$ cat src/rtl/sha256_stream_core_if.sv
// ---------------------------------------------------------------------------
// sha256_stream_core_if
// Handshake bundle between the SHA-256 streaming engine and its neighbours.
//   blk_valid/blk_ready        : block input handshake
//   blk_data/blk_first/blk_last: padded 512-bit block and message framing
//   digest_valid/digest_ready  : digest output handshake
//   digest                     : {H0..H7} of the finished message
//   busy                       : engine is working on or holding a block
//   mode_224                   : only with SHA256_STREAM_SHA224_EN defined
// Modports: slave = engine side, master = producer/consumer side.
// ---------------------------------------------------------------------------
interface sha256_stream_core_if;
   logic         blk_valid;
   logic         blk_ready;
   logic [511:0] blk_data;
   logic         blk_first;
   logic         blk_last;
   logic         digest_valid;
   logic         digest_ready;
   logic [255:0] digest;
   logic         busy;
`ifdef SHA256_STREAM_SHA224_EN
   logic         mode_224;
`endif

   modport slave (
      input  blk_valid, blk_data, blk_first, blk_last, digest_ready,
`ifdef SHA256_STREAM_SHA224_EN
      input  mode_224,
`endif
      output blk_ready, digest_valid, digest, busy
   );

   modport master (
      output blk_valid, blk_data, blk_first, blk_last, digest_ready,
`ifdef SHA256_STREAM_SHA224_EN
      output mode_224,
`endif
      input  blk_ready, digest_valid, digest, busy
   );
endinterface

$ cat src/rtl/sha256_stream_core.sv
// ---------------------------------------------------------------------------
// sha256_stream_core
// Multi-block SHA-256 compression engine. Accepts pre-padded 512-bit blocks
// over a valid/ready handshake, chains H across the blocks of a message and
// presents one back-pressured 256-bit digest per message. The message
// schedule is produced on the fly from a 16-word sliding window.
// Parameter:
//   ROUNDS_PER_CYCLE : rounds applied per clock (1, 2, 4 or 8)
// Ports:
//   clk : clock, rising edge
//   rst : asynchronous active-high reset
//   s   : sha256_stream_core_if.slave (block input, digest output, busy)
// Optional feature macro: SHA256_STREAM_SHA224_EN adds s.mode_224, which
// selects the SHA-224 IV and truncated digest on a blk_first handshake.
// ---------------------------------------------------------------------------
module sha256_stream_core #(
   parameter int ROUNDS_PER_CYCLE = 1
) (
   input logic                 clk,
   input logic                 rst,
   sha256_stream_core_if.slave s
);
   localparam int R = ROUNDS_PER_CYCLE;

   localparam logic [31:0] K [64] = '{
      32'h428a2f98, 32'h71374491, 32'hb5c0fbcf, 32'he9b5dba5, 32'h3956c25b, 32'h59f111f1, 32'h923f82a4, 32'hab1c5ed5,
      32'hd807aa98, 32'h12835b01, 32'h243185be, 32'h550c7dc3, 32'h72be5d74, 32'h80deb1fe, 32'h9bdc06a7, 32'hc19bf174,
      32'he49b69c1, 32'hefbe4786, 32'h0fc19dc6, 32'h240ca1cc, 32'h2de92c6f, 32'h4a7484aa, 32'h5cb0a9dc, 32'h76f988da,
      32'h983e5152, 32'ha831c66d, 32'hb00327c8, 32'hbf597fc7, 32'hc6e00bf3, 32'hd5a79147, 32'h06ca6351, 32'h14292967,
      32'h27b70a85, 32'h2e1b2138, 32'h4d2c6dfc, 32'h53380d13, 32'h650a7354, 32'h766a0abb, 32'h81c2c92e, 32'h92722c85,
      32'ha2bfe8a1, 32'ha81a664b, 32'hc24b8b70, 32'hc76c51a3, 32'hd192e819, 32'hd6990624, 32'hf40e3585, 32'h106aa070,
      32'h19a4c116, 32'h1e376c08, 32'h2748774c, 32'h34b0bcb5, 32'h391c0cb3, 32'h4ed8aa4a, 32'h5b9cca4f, 32'h682e6ff3,
      32'h748f82ee, 32'h78a5636f, 32'h84c87814, 32'h8cc70208, 32'h90befffa, 32'ha4506ceb, 32'hbef9a3f7, 32'hc67178f2
   };

   localparam logic [31:0] IV256 [8] = '{
      32'h6a09e667, 32'hbb67ae85, 32'h3c6ef372, 32'ha54ff53a,
      32'h510e527f, 32'h9b05688c, 32'h1f83d9ab, 32'h5be0cd19
   };
`ifdef SHA256_STREAM_SHA224_EN
   localparam logic [31:0] IV224 [8] = '{
      32'hc1059ed8, 32'h367cd507, 32'h3070dd17, 32'hf70e5939,
      32'hffc00b31, 32'h68581511, 32'h64f98fa7, 32'hbefa4fa4
   };
`endif

   typedef enum logic [1:0] {IDLE, ROUND, FINAL, OUT} state_t;

   state_t       state_reg;
   logic [31:0]  h_reg    [8];
   logic [31:0]  work_reg [8];
   logic [31:0]  win_reg  [16];   // W[t..t+15]
   logic [5:0]   t_reg;
   logic         last_reg;
   logic         blk_ready_reg;
   logic         busy_reg;
   logic         digest_valid_reg;
   logic [255:0] digest_reg;
`ifdef SHA256_STREAM_SHA224_EN
   logic         mode_reg;
`endif

   logic [31:0]  blk_word  [16];
   logic [31:0]  k_sel     [R];
   logic [31:0]  iv_sel    [8];
   logic [31:0]  h_sum     [8];
   logic [31:0]  work_next [8];
   logic [31:0]  win_next  [16];
   logic [255:0] digest_value;

   function automatic logic [31:0] rotr(input logic [31:0] x, input int n);
      return (x >> n) | (x << (32 - n));
   endfunction
   function automatic logic [31:0] bsig0(input logic [31:0] x);
      return rotr(x, 2) ^ rotr(x, 13) ^ rotr(x, 22);
   endfunction
   function automatic logic [31:0] bsig1(input logic [31:0] x);
      return rotr(x, 6) ^ rotr(x, 11) ^ rotr(x, 25);
   endfunction
   function automatic logic [31:0] ssig0(input logic [31:0] x);
      return rotr(x, 7) ^ rotr(x, 18) ^ (x >> 3);
   endfunction
   function automatic logic [31:0] ssig1(input logic [31:0] x);
      return rotr(x, 17) ^ rotr(x, 19) ^ (x >> 10);
   endfunction

   for (genvar gi = 0; gi < 16; gi++) begin : g_word
      assign blk_word[gi] = s.blk_data[511 - 32*gi -: 32];
   end

   // t is always a multiple of R, so t+gi never passes 63
   for (genvar gi = 0; gi < R; gi++) begin : g_k
      assign k_sel[gi] = K[t_reg + 6'(gi)];
   end

   for (genvar gi = 0; gi < 8; gi++) begin : g_h
      assign h_sum[gi] = h_reg[gi] + work_reg[gi];
`ifdef SHA256_STREAM_SHA224_EN
      assign iv_sel[gi] = s.mode_224 ? IV224[gi] : IV256[gi];
`else
      assign iv_sel[gi] = IV256[gi];
`endif
   end

`ifdef SHA256_STREAM_SHA224_EN
   assign digest_value = mode_reg ?
      {h_sum[0], h_sum[1], h_sum[2], h_sum[3], h_sum[4], h_sum[5], h_sum[6], 32'h0} :
      {h_sum[0], h_sum[1], h_sum[2], h_sum[3], h_sum[4], h_sum[5], h_sum[6], h_sum[7]};
`else
   assign digest_value = {h_sum[0], h_sum[1], h_sum[2], h_sum[3], h_sum[4], h_sum[5], h_sum[6], h_sum[7]};
`endif

   // ext[0..15] is the current window, ext[16..] are the R words that slide
   // in next; words past W63 are computed but never consumed.
   always_comb begin : round_comb
      logic [31:0] ext [16+R];
      logic [31:0] va, vb, vc, vd, ve, vf, vg, vh, t1, t2;
      for (int i = 0; i < 16; i++) ext[i] = win_reg[i];
      for (int i = 16; i < 16 + R; i++)
         ext[i] = ssig1(ext[i-2]) + ext[i-7] + ssig0(ext[i-15]) + ext[i-16];
      for (int i = 0; i < 16; i++) win_next[i] = ext[i+R];
      va = work_reg[0]; vb = work_reg[1]; vc = work_reg[2]; vd = work_reg[3];
      ve = work_reg[4]; vf = work_reg[5]; vg = work_reg[6]; vh = work_reg[7];
      t1 = '0;
      t2 = '0;
      for (int j = 0; j < R; j++) begin
         t1 = vh + bsig1(ve) + ((ve & vf) ^ (~ve & vg)) + k_sel[j] + ext[j];
         t2 = bsig0(va) + ((va & vb) ^ (va & vc) ^ (vb & vc));
         vh = vg; vg = vf; vf = ve; ve = vd + t1;
         vd = vc; vc = vb; vb = va; va = t1 + t2;
      end
      work_next[0] = va; work_next[1] = vb; work_next[2] = vc; work_next[3] = vd;
      work_next[4] = ve; work_next[5] = vf; work_next[6] = vg; work_next[7] = vh;
   end

   always_ff @(posedge clk or posedge rst) begin
      if (rst) begin
         state_reg        <= IDLE;
         t_reg            <= '0;
         last_reg         <= 1'b0;
         blk_ready_reg    <= 1'b1;
         busy_reg         <= 1'b0;
         digest_valid_reg <= 1'b0;
         digest_reg       <= '0;
`ifdef SHA256_STREAM_SHA224_EN
         mode_reg         <= 1'b0;
`endif
         for (int i = 0; i < 8; i++) begin
            h_reg[i]    <= IV256[i];
            work_reg[i] <= '0;
         end
         for (int i = 0; i < 16; i++) win_reg[i] <= '0;
      end else begin
         case (state_reg)
            IDLE: begin
               if (s.blk_valid && blk_ready_reg) begin
                  for (int i = 0; i < 16; i++) win_reg[i] <= blk_word[i];
                  for (int i = 0; i < 8; i++) begin
                     if (s.blk_first) begin
                        work_reg[i] <= iv_sel[i];
                        h_reg[i]    <= iv_sel[i];
                     end else begin
                        work_reg[i] <= h_reg[i];
                     end
                  end
`ifdef SHA256_STREAM_SHA224_EN
                  if (s.blk_first) mode_reg <= s.mode_224;
`endif
                  last_reg      <= s.blk_last;
                  t_reg         <= '0;
                  blk_ready_reg <= 1'b0;
                  busy_reg      <= 1'b1;
                  state_reg     <= ROUND;
               end
            end
            ROUND: begin
               work_reg <= work_next;
               win_reg  <= win_next;
               t_reg    <= t_reg + 6'(R);
               if (t_reg == 6'(64 - R)) state_reg <= FINAL;
            end
            FINAL: begin
               h_reg <= h_sum;
               if (last_reg) begin
                  digest_reg       <= digest_value;
                  digest_valid_reg <= 1'b1;
                  state_reg        <= OUT;
               end else begin
                  blk_ready_reg <= 1'b1;
                  busy_reg      <= 1'b0;
                  state_reg     <= IDLE;
               end
            end
            OUT: begin
               if (s.digest_ready) begin
                  digest_valid_reg <= 1'b0;
                  blk_ready_reg    <= 1'b1;
                  busy_reg         <= 1'b0;
                  state_reg        <= IDLE;
               end
            end
            default: state_reg <= IDLE;
         endcase
      end
   end

   assign s.blk_ready    = blk_ready_reg;
   assign s.busy         = busy_reg;
   assign s.digest_valid = digest_valid_reg;
   assign s.digest       = digest_reg;
endmodule

$ cat src/flat_wrapper.sv
// flat-port wrapper written by rule: the top's interface ports become plain ports
module sha256_stream_core_flat 
#(
   parameter int ROUNDS_PER_CYCLE = 1
)
  (clk, rst, s_blk_valid, s_blk_data, s_blk_first, s_blk_last, s_digest_ready, s_blk_ready, s_digest_valid, s_digest, s_busy);
  sha256_stream_core_if s_i ();
  input logic clk;
  input logic rst;
  input wire logic [$bits(s_i.blk_valid)-1:0] s_blk_valid;
  input wire logic [$bits(s_i.blk_data)-1:0] s_blk_data;
  input wire logic [$bits(s_i.blk_first)-1:0] s_blk_first;
  input wire logic [$bits(s_i.blk_last)-1:0] s_blk_last;
  input wire logic [$bits(s_i.digest_ready)-1:0] s_digest_ready;
  output wire logic [$bits(s_i.blk_ready)-1:0] s_blk_ready;
  output wire logic [$bits(s_i.digest_valid)-1:0] s_digest_valid;
  output wire logic [$bits(s_i.digest)-1:0] s_digest;
  output wire logic [$bits(s_i.busy)-1:0] s_busy;
  assign s_i.blk_valid = s_blk_valid;
  assign s_i.blk_data = s_blk_data;
  assign s_i.blk_first = s_blk_first;
  assign s_i.blk_last = s_blk_last;
  assign s_i.digest_ready = s_digest_ready;
  assign s_blk_ready = s_i.blk_ready;
  assign s_digest_valid = s_i.digest_valid;
  assign s_digest = s_i.digest;
  assign s_busy = s_i.busy;
  sha256_stream_core #(.ROUNDS_PER_CYCLE(ROUNDS_PER_CYCLE)) u_core (.clk(clk), .rst(rst), .s(s_i));
endmodule
$ cat config.mk
export PLATFORM = sky130hd
export DESIGN_NAME = sha256_stream_core_flat
export DESIGN_NICKNAME = d
export VERILOG_FILES = /design/src/rtl/sha256_stream_core_if.sv /design/src/rtl/sha256_stream_core.sv /design/src/flat_wrapper.sv
export SDC_FILE = /design/constraint.sdc
export NUM_CORES = 2
export LEC_CHECK = 0
export BUFFER_PORTS_ARGS = -buffer_cell sky130_fd_sc_hd__buf_2
export CAP_MARGIN = 40
export CORE_ASPECT_RATIO = 0.8
export CORE_MARGIN = 3
export CORE_UTILIZATION = 55
export CTS_BUF_LIST = sky130_fd_sc_hd__clkbuf_16
export CTS_CLUSTER_SIZE = 10
export DETAILED_ROUTE_END_ITERATION = 7
export HOLD_SLACK_MARGIN = 0.06
export PLACE_DENSITY = 0.78
export SYNTH_ARGS = -nofsm -noshare
export SYNTH_HDL_FRONTEND = slang
export SYNTH_SLANG_ARGS = --single-unit
$ cat constraint.sdc
create_clock -name clk -period 119 [get_ports clk]
set_clock_uncertainty 0.05 [all_clocks]
set_input_delay 23.8 -clock clk [delete_from_list [all_inputs] [get_ports clk]]
set_output_delay 23.8 -clock clk [all_outputs]
set_load 0.05 [all_outputs]
### After elaboration in Yosys (flattened, before gate mapping)

Memories as Yosys holds them, arrays and structs flattened.
Index checks and enable logic that the tools add are counted.

| storage, ports and cells | value |
|---|---|
| register bits after elaboration | 1292 |
| bits in read-only memories | 2048 |
| bits of input ports | 518 |
| output and inout bits | 259 |
| word-level logic and storage cells | 142 |
| memories | 1 |

Memories:

| memory | words | width | read ports | clocked after Yosys merged registers in | write ports | RTL line | text |
|---|---|---|---|---|---|---|---|
| (name not given) | 64 | 32 | 1 | 0 | 0 | sha256_stream_core.sv:93 | `assign k_sel[gi] = K[t_reg + 6'(gi)];` |

| operators by class | value |
|---|---|
| add/subtract/negate cells | 19 |
| $lt $le $gt $ge | 1 |
| equal/unequal tests | 9 |
| mux-type cells | 32 |
| bitwise logic cells | 28 |
| reductions and logical operators | 13 |

Operators with widths:

| operator | count |
|---|---|
| $pmux W256 S2 | 2 |
| $pmux W512 S2 | 1 |
| $add A32 B32 Y32 | 18 |
| $mux W512 | 1 |
| $mux W32 | 10 |
| $xor A32 B32 Y32 | 9 |
| $mux W256 | 1 |
| $and A32 B32 Y32 | 5 |
| $not A32 Y32 | 1 |
| $or A10 B32 Y32 | 1 |
| $or A13 B32 Y32 | 1 |
| $or A14 B32 Y32 | 1 |
| $or A15 B32 Y32 | 1 |
| $or A19 B32 Y32 | 1 |
| $or A21 B32 Y32 | 1 |
| $or A25 B32 Y32 | 1 |
| $or A26 B32 Y32 | 1 |
| $or A30 B32 Y32 | 1 |
| $or A7 B32 Y32 | 1 |
| $xor A32 B22 Y32 | 1 |
| $xor A32 B29 Y32 | 1 |
| $pmux W6 S2 | 1 |
| $mux W2 | 4 |
| $pmux W2 S4 | 1 |
| 19 further kinds | 36 |

### Logic depth before layout (Yosys ltp)

| logic depth | value |
|---|---|
| depth in word-level cells | 9 |
| gate-level depth with buffers | 40 |
| depth with buffers taken out | 37 |

### Worst setup path before layout

No wires, ideal clock.

| path | value |
|---|---|
| kind | input port to flip-flop |
| start | input port s_blk_valid |
| end | register u_core.h_reg[103] in the netlist's numbering |
| library setup time | 0.083 ns |
| arrival | 25.444 ns |
| data required time | 118.867 ns |
| setup slack | 93.424 ns |
| cell stages on the path | 9 |
| buffers on the path | 3 |
| cell sequence | and2_1 -> nand2_1 -> nor2_1 -> clkbuf_1 -> a21oi_1 -> clkbuf_1 -> clkbuf_1 -> nand2_1 -> o21ai_0 |

| on the way | value |
|---|---|
| word-level cells in the longest chain between the ends | 3 |

RTL lines:

| what | RTL line | text |
|---|---|---|
| start, declared | flat_wrapper.sv:10 | `input wire logic [$bits(s_i.blk_valid)-1:0] s_blk_valid;` |
| $logic_and A1 B1 Y1 | sha256_stream_core.sv:156 | `if (s.blk_valid && blk_ready_reg) begin` |
| $ne A2 B1 Y1 (no line) | n/a |  |
| $reduce_and A2 Y1 (no line) | n/a |  |
| end signal, assigned by index | sha256_stream_core.sv:149 | `h_reg[i] <= IV256[i];` |
| end signal, assigned by index | sha256_stream_core.sv:161 | `h_reg[i] <= iv_sel[i];` |
| end signal, assigned | sha256_stream_core.sv:183 | `h_reg <= h_sum;` |
| end, declared | sha256_stream_core.sv:50 | `logic [31:0] h_reg [8];` |

No other way between the ends.
A chain may end at the register's enable or synchronous reset.

### Worst setup path in the final report

| path | value |
|---|---|
| start | input port s_blk_valid |
| end | register u_core.win_reg (netlist bit u_core.round_comb.ext[362]) |

| on the way | value |
|---|---|
| word-level cells in the longest chain between the ends | 3 |

RTL lines:

| what | RTL line | text |
|---|---|---|
| $logic_and A1 B1 Y1 | sha256_stream_core.sv:156 |  |
| $ne A2 B1 Y1 (no line) | n/a |  |
| $reduce_and A2 Y1 (no line) | n/a |  |
| end signal, assigned | sha256_stream_core.sv:178 | `win_reg <= win_next;` |
| end, declared | sha256_stream_core.sv:52 | `logic [31:0] win_reg [16];` |

No other way between the ends.

==> impl_metrics.py <==
metrics = {
    "route": {
        "num_vias": 74910,
        "remaining_drc_errors": 0,
        "drt_wl_total_um": 313200,
        "drtIter0Drc": 9725,
        "viasPerCell": 6.284,
        "ant_nets": 0,
        "wl_per_cell_um": 26.27,
        "firstDrtPassIters": 6,
    },
    "grt": {
        "antenna_found_initial": 47,
        "grt_usage": 0.4023,
        "grt_pass1_vias": 69270,
        "gr-total-overflow": 0,
        "grt_pass1_wl_um": 454200,
        "grt_max_degree": 270,
    },
    "timing": {
        "relSlewSlack": 0.1292,
        "setup_tns_ns": 0,
        "hold_violations": 0,
        "rsz0062_at_grt": "no",
        "slew_violations": 0,
        "fmax_mhz": 34.48,
        "worst-slew-pin-transition_ns": 1.306,
        "min_period_ns": 29.00,
        "setup_viol": 0,
        "period_share": 0.2437,
    },
    "clock_tree": {
        "cts_root_buf": "clkbuf_16",
        "cts_tree": "built",
        "ctsHoldBuffers": 0,
        "cts.htree.levels": 4,
        "clkTransAtPathRegs_ns": 0.06,
        "clock-sinks": 1292,
        "cts_buffers": 153,
        "cts.path.max_buffers": 3,
        "clock_latency_ns": 0.82,
        "postCtsResizedCells": 0,
        "cts_setup_buffers": 0,
    },
    "placement": {
        "gp_congestion": 1.034,
        "place_hpwl_um": 234500,
        "portBuffers": 776,
    },
    "floorplanning": {
        "die_y_um": 348.9,
        "initial_utilization": 0.5552,
        "die_w_um": 434.7,
        "num_rows": 125,
        "core_um2": 145600,
        "pin_count": 777,
        "die-area_um2": 151700,
    },
    "min_path": {
        "hold-path-cell-count": 2,
        "hold_path.class": "flip-flop to flip-flop",
        "worstHoldEndpoint": "u_core.s.digest[193]$_DFFE_PP0P_",
        "min_from": "u_core.s.digest[193]$_DFFE_PP0P_",
    },
    "setup_path": {
        "critical_path_required_ns": 119.67,
        "slowest_delay_ns": 0.82,
        "worstSetupPathType": "input port to flip-flop",
        "path_max_fanout": 269,
        "cp_slowest_cell": "buf_4",
        "endpoint_kind": "flip-flop",
        "timing.rr.end": "u_core.round_comb.vb[30]$_DFFE_PP0P_",
        "cp-start-kind": "input port",
        "crit_top_cell": "buf_4",
        "ff2ff_setup_slack_ns": 107.91,
        "critical_path_arrival_ns": 29.67,
        "worstPathCellList": "buf_2, and2_1, nor2_1, nor2_4, buf_12, buf_4, buf_16, buf_4, buf_4, buf_16, buf_4, buf_4, nor2_1, a31oi_1",
        "reg2reg_depth": 35,
        "reg2reg_from": "u_core.t_reg[1]$_DFFE_PP0P_",
    },
    "synth": {
        "ys.flop_type": "dfrtp_1",
        "synth-warning-count": 0,
        "yosysSeqAreaShare": 0.4020,
        "syn_avg_cell_area_um2": 8.555,
        "synth_area_um2": 80850,
        "synth_fp_nets": 10560,
        "synth-seq-cells": 1292,
        "postSynth.asyncResetShare": 1.000,
        "netlist-cell-type-count": 85,
        "syn-instance-count": 9450,
        "synth_edf_count": 0,
    },
    "run_status": {
        "run_status": "complete, no violations",
    },
    "cells_and_area": {
        "largest_reg_flops": 512,
        "layout.nets": 10930,
        "drive_gt1_frac": 0.1281,
        "area_growth_pct": 12.04,
    },
    "flow_run": {
        "drv_cap": 0,
    },
}
## kinds of logic (layout without fill, tap and decap cells)
| family | count (synthesis) | count (layout) | share of synthesized area |
|---|---|---|---|
| DFF | 1292 | 1292 | 0.4020 |
| adders and majority gates | 610 | 610 | 0.1118 |
| other | 0 | 39 | 0 |
| AOI/OAI and AO/OA | 2728 | 2728 | 0.2003 |
| muxes | 46 | 46 | 0.007274 |
| and+or+nand+nor | 3215 | 3215 | 0.1690 |
| buffers and inverters | 958 | 1422 | 0.04448 |
| xor gates and xnor gates | 601 | 601 | 0.06511 |
## how the worst max path moves through the flow
stage,from,to,depth (start not counted)
after floorplan,rst,u_core.h_reg[103]$_DFFE_PP0P_,1
after global placement,s_blk_valid,u_core.round_comb.ext[467]$_DFFE_PP0P_,12
after detailed placement,s_blk_valid,u_core.round_comb.ext[394]$_DFFE_PP0P_,13
final,s_blk_valid,u_core.round_comb.ext[362]$_DFFE_PP0P_,14
after global routing,s_blk_valid,u_core.round_comb.ext[362]$_DFFE_PP0P_,14
after CTS,s_blk_valid,u_core.round_comb.ext[362]$_DFFE_PP0P_,14
## metrics by stage
| step | std cells | cell area (um^2) | util | hold slack (ns) | setup slack (ns) |
|---|---|---|---|---|---|
| after detailed placement | 11630 | 85920 | 0.5901 | 0.4141 | 89.51 |
| after global routing | 11910 | 90560 | 0.6219 | 0.4409 | 89.64 |
| after CTS | 11880 | 90440 | 0.6211 | 0.4273 | 90.35 |
| after floorplan | 9450 | 80850 | - | 0.3997 | 58.96 |
| final | 11920 | 90580 | 0.6221 | 0.4202 | 90.00 |
| after global placement | 11610 | 85520 | 0.5873 | 0.4071 | 89.07 |
## final cells by class
cell class	count	area (um^2)
Fill cell	12710	55030
Multi-Input combinational cell	7200	44830
Sequential cell	1292	32510
Timing Repair Buffer	874	5039
Clock buffer	157	3929
Tap cell	1968	2462
Inverter	299	1130
Clock inverter	92	589.3
Antenna cell	39	97.59
## Yosys cell counts, types with 51 or more instances
master    count  area, um^2
nand2_1    1763        6618
dfrtp_1    1155       28900
o21ai_0     918        4594
nor2_1      836        3138
a21oi_1     621        3108
clkbuf_1    619        2323
a31oi_1     536        3353
xnor2_1     417        3652
ha_1        393        4917
inv_1       293        1100
fa_1        195        3904
xor2_1      184        1612
a21o_1      172        1291
dfstp_2     137        3600
or3_1       129       807.0
nor3b_1      95       713.2
nor2b_1      76       475.5
o22ai_1      70       437.9
nor3_1       69       345.3
nand2b_1     66       412.9
o21a_1       53       397.9
o21bai_1     53       397.9
nand3_1      51       255.2
## critical path, delay by kind of cell
family,cells,cell delay [ns]
buffers and inverters,9,4.30
and+or+nand+nor,4,0.82
AOI/OAI and AO/OA,1,0.20
## layer usage
| metal | share of wire | global-route usage | vias up |
|---|---|---|---|
| met4 | 0.046 | 0.1680 | 14 |
| met5 | 0.0011 | 0 | - |
| met3 | 0.12 | 0.1162 | 704 |
| li1 | - | - | 33330 |
| met2 | 0.42 | 0.5631 | 4125 |
| met1 | 0.41 | 0.5809 | 36740 |
## cell usage in the layout, fill, tap and decap left out, types with 19 or more instances in the layout
| master | n |
|---|---|
| a211oi_1 | 46 |
| a21o_1 | 172 |
| a21oi_1 | 620 |
| a221o_1 | 20 |
| a31oi_1 | 536 |
| and3_1 | 32 |
| buf_2 | 779 |
| buf_4 | 67 |
| clkbuf_16 | 157 |
| dfrtp_1 | 1152 |
| dfstp_2 | 137 |
| diode_2 | 39 |
| fa_1 | 195 |
| ha_1 | 393 |
| inv_1 | 356 |
| maj3_1 | 22 |
| mux2_2 | 22 |
| nand2_1 | 1760 |
| nand2b_1 | 65 |
| nand3_1 | 51 |
| nand4_1 | 19 |
| nor2_1 | 833 |
| nor2b_1 | 75 |
| nor3_1 | 69 |
| nor3b_1 | 95 |
| o211ai_1 | 42 |
| o21a_1 | 53 |
| o21ai_0 | 917 |
| o21bai_1 | 53 |
| o22ai_1 | 70 |
| or3_1 | 128 |
| xnor2_1 | 417 |
| xor2_1 | 184 |
Power is not shown: default switching activity piles up to over one toggle a cycle in this logic, so the estimate is an artifact.
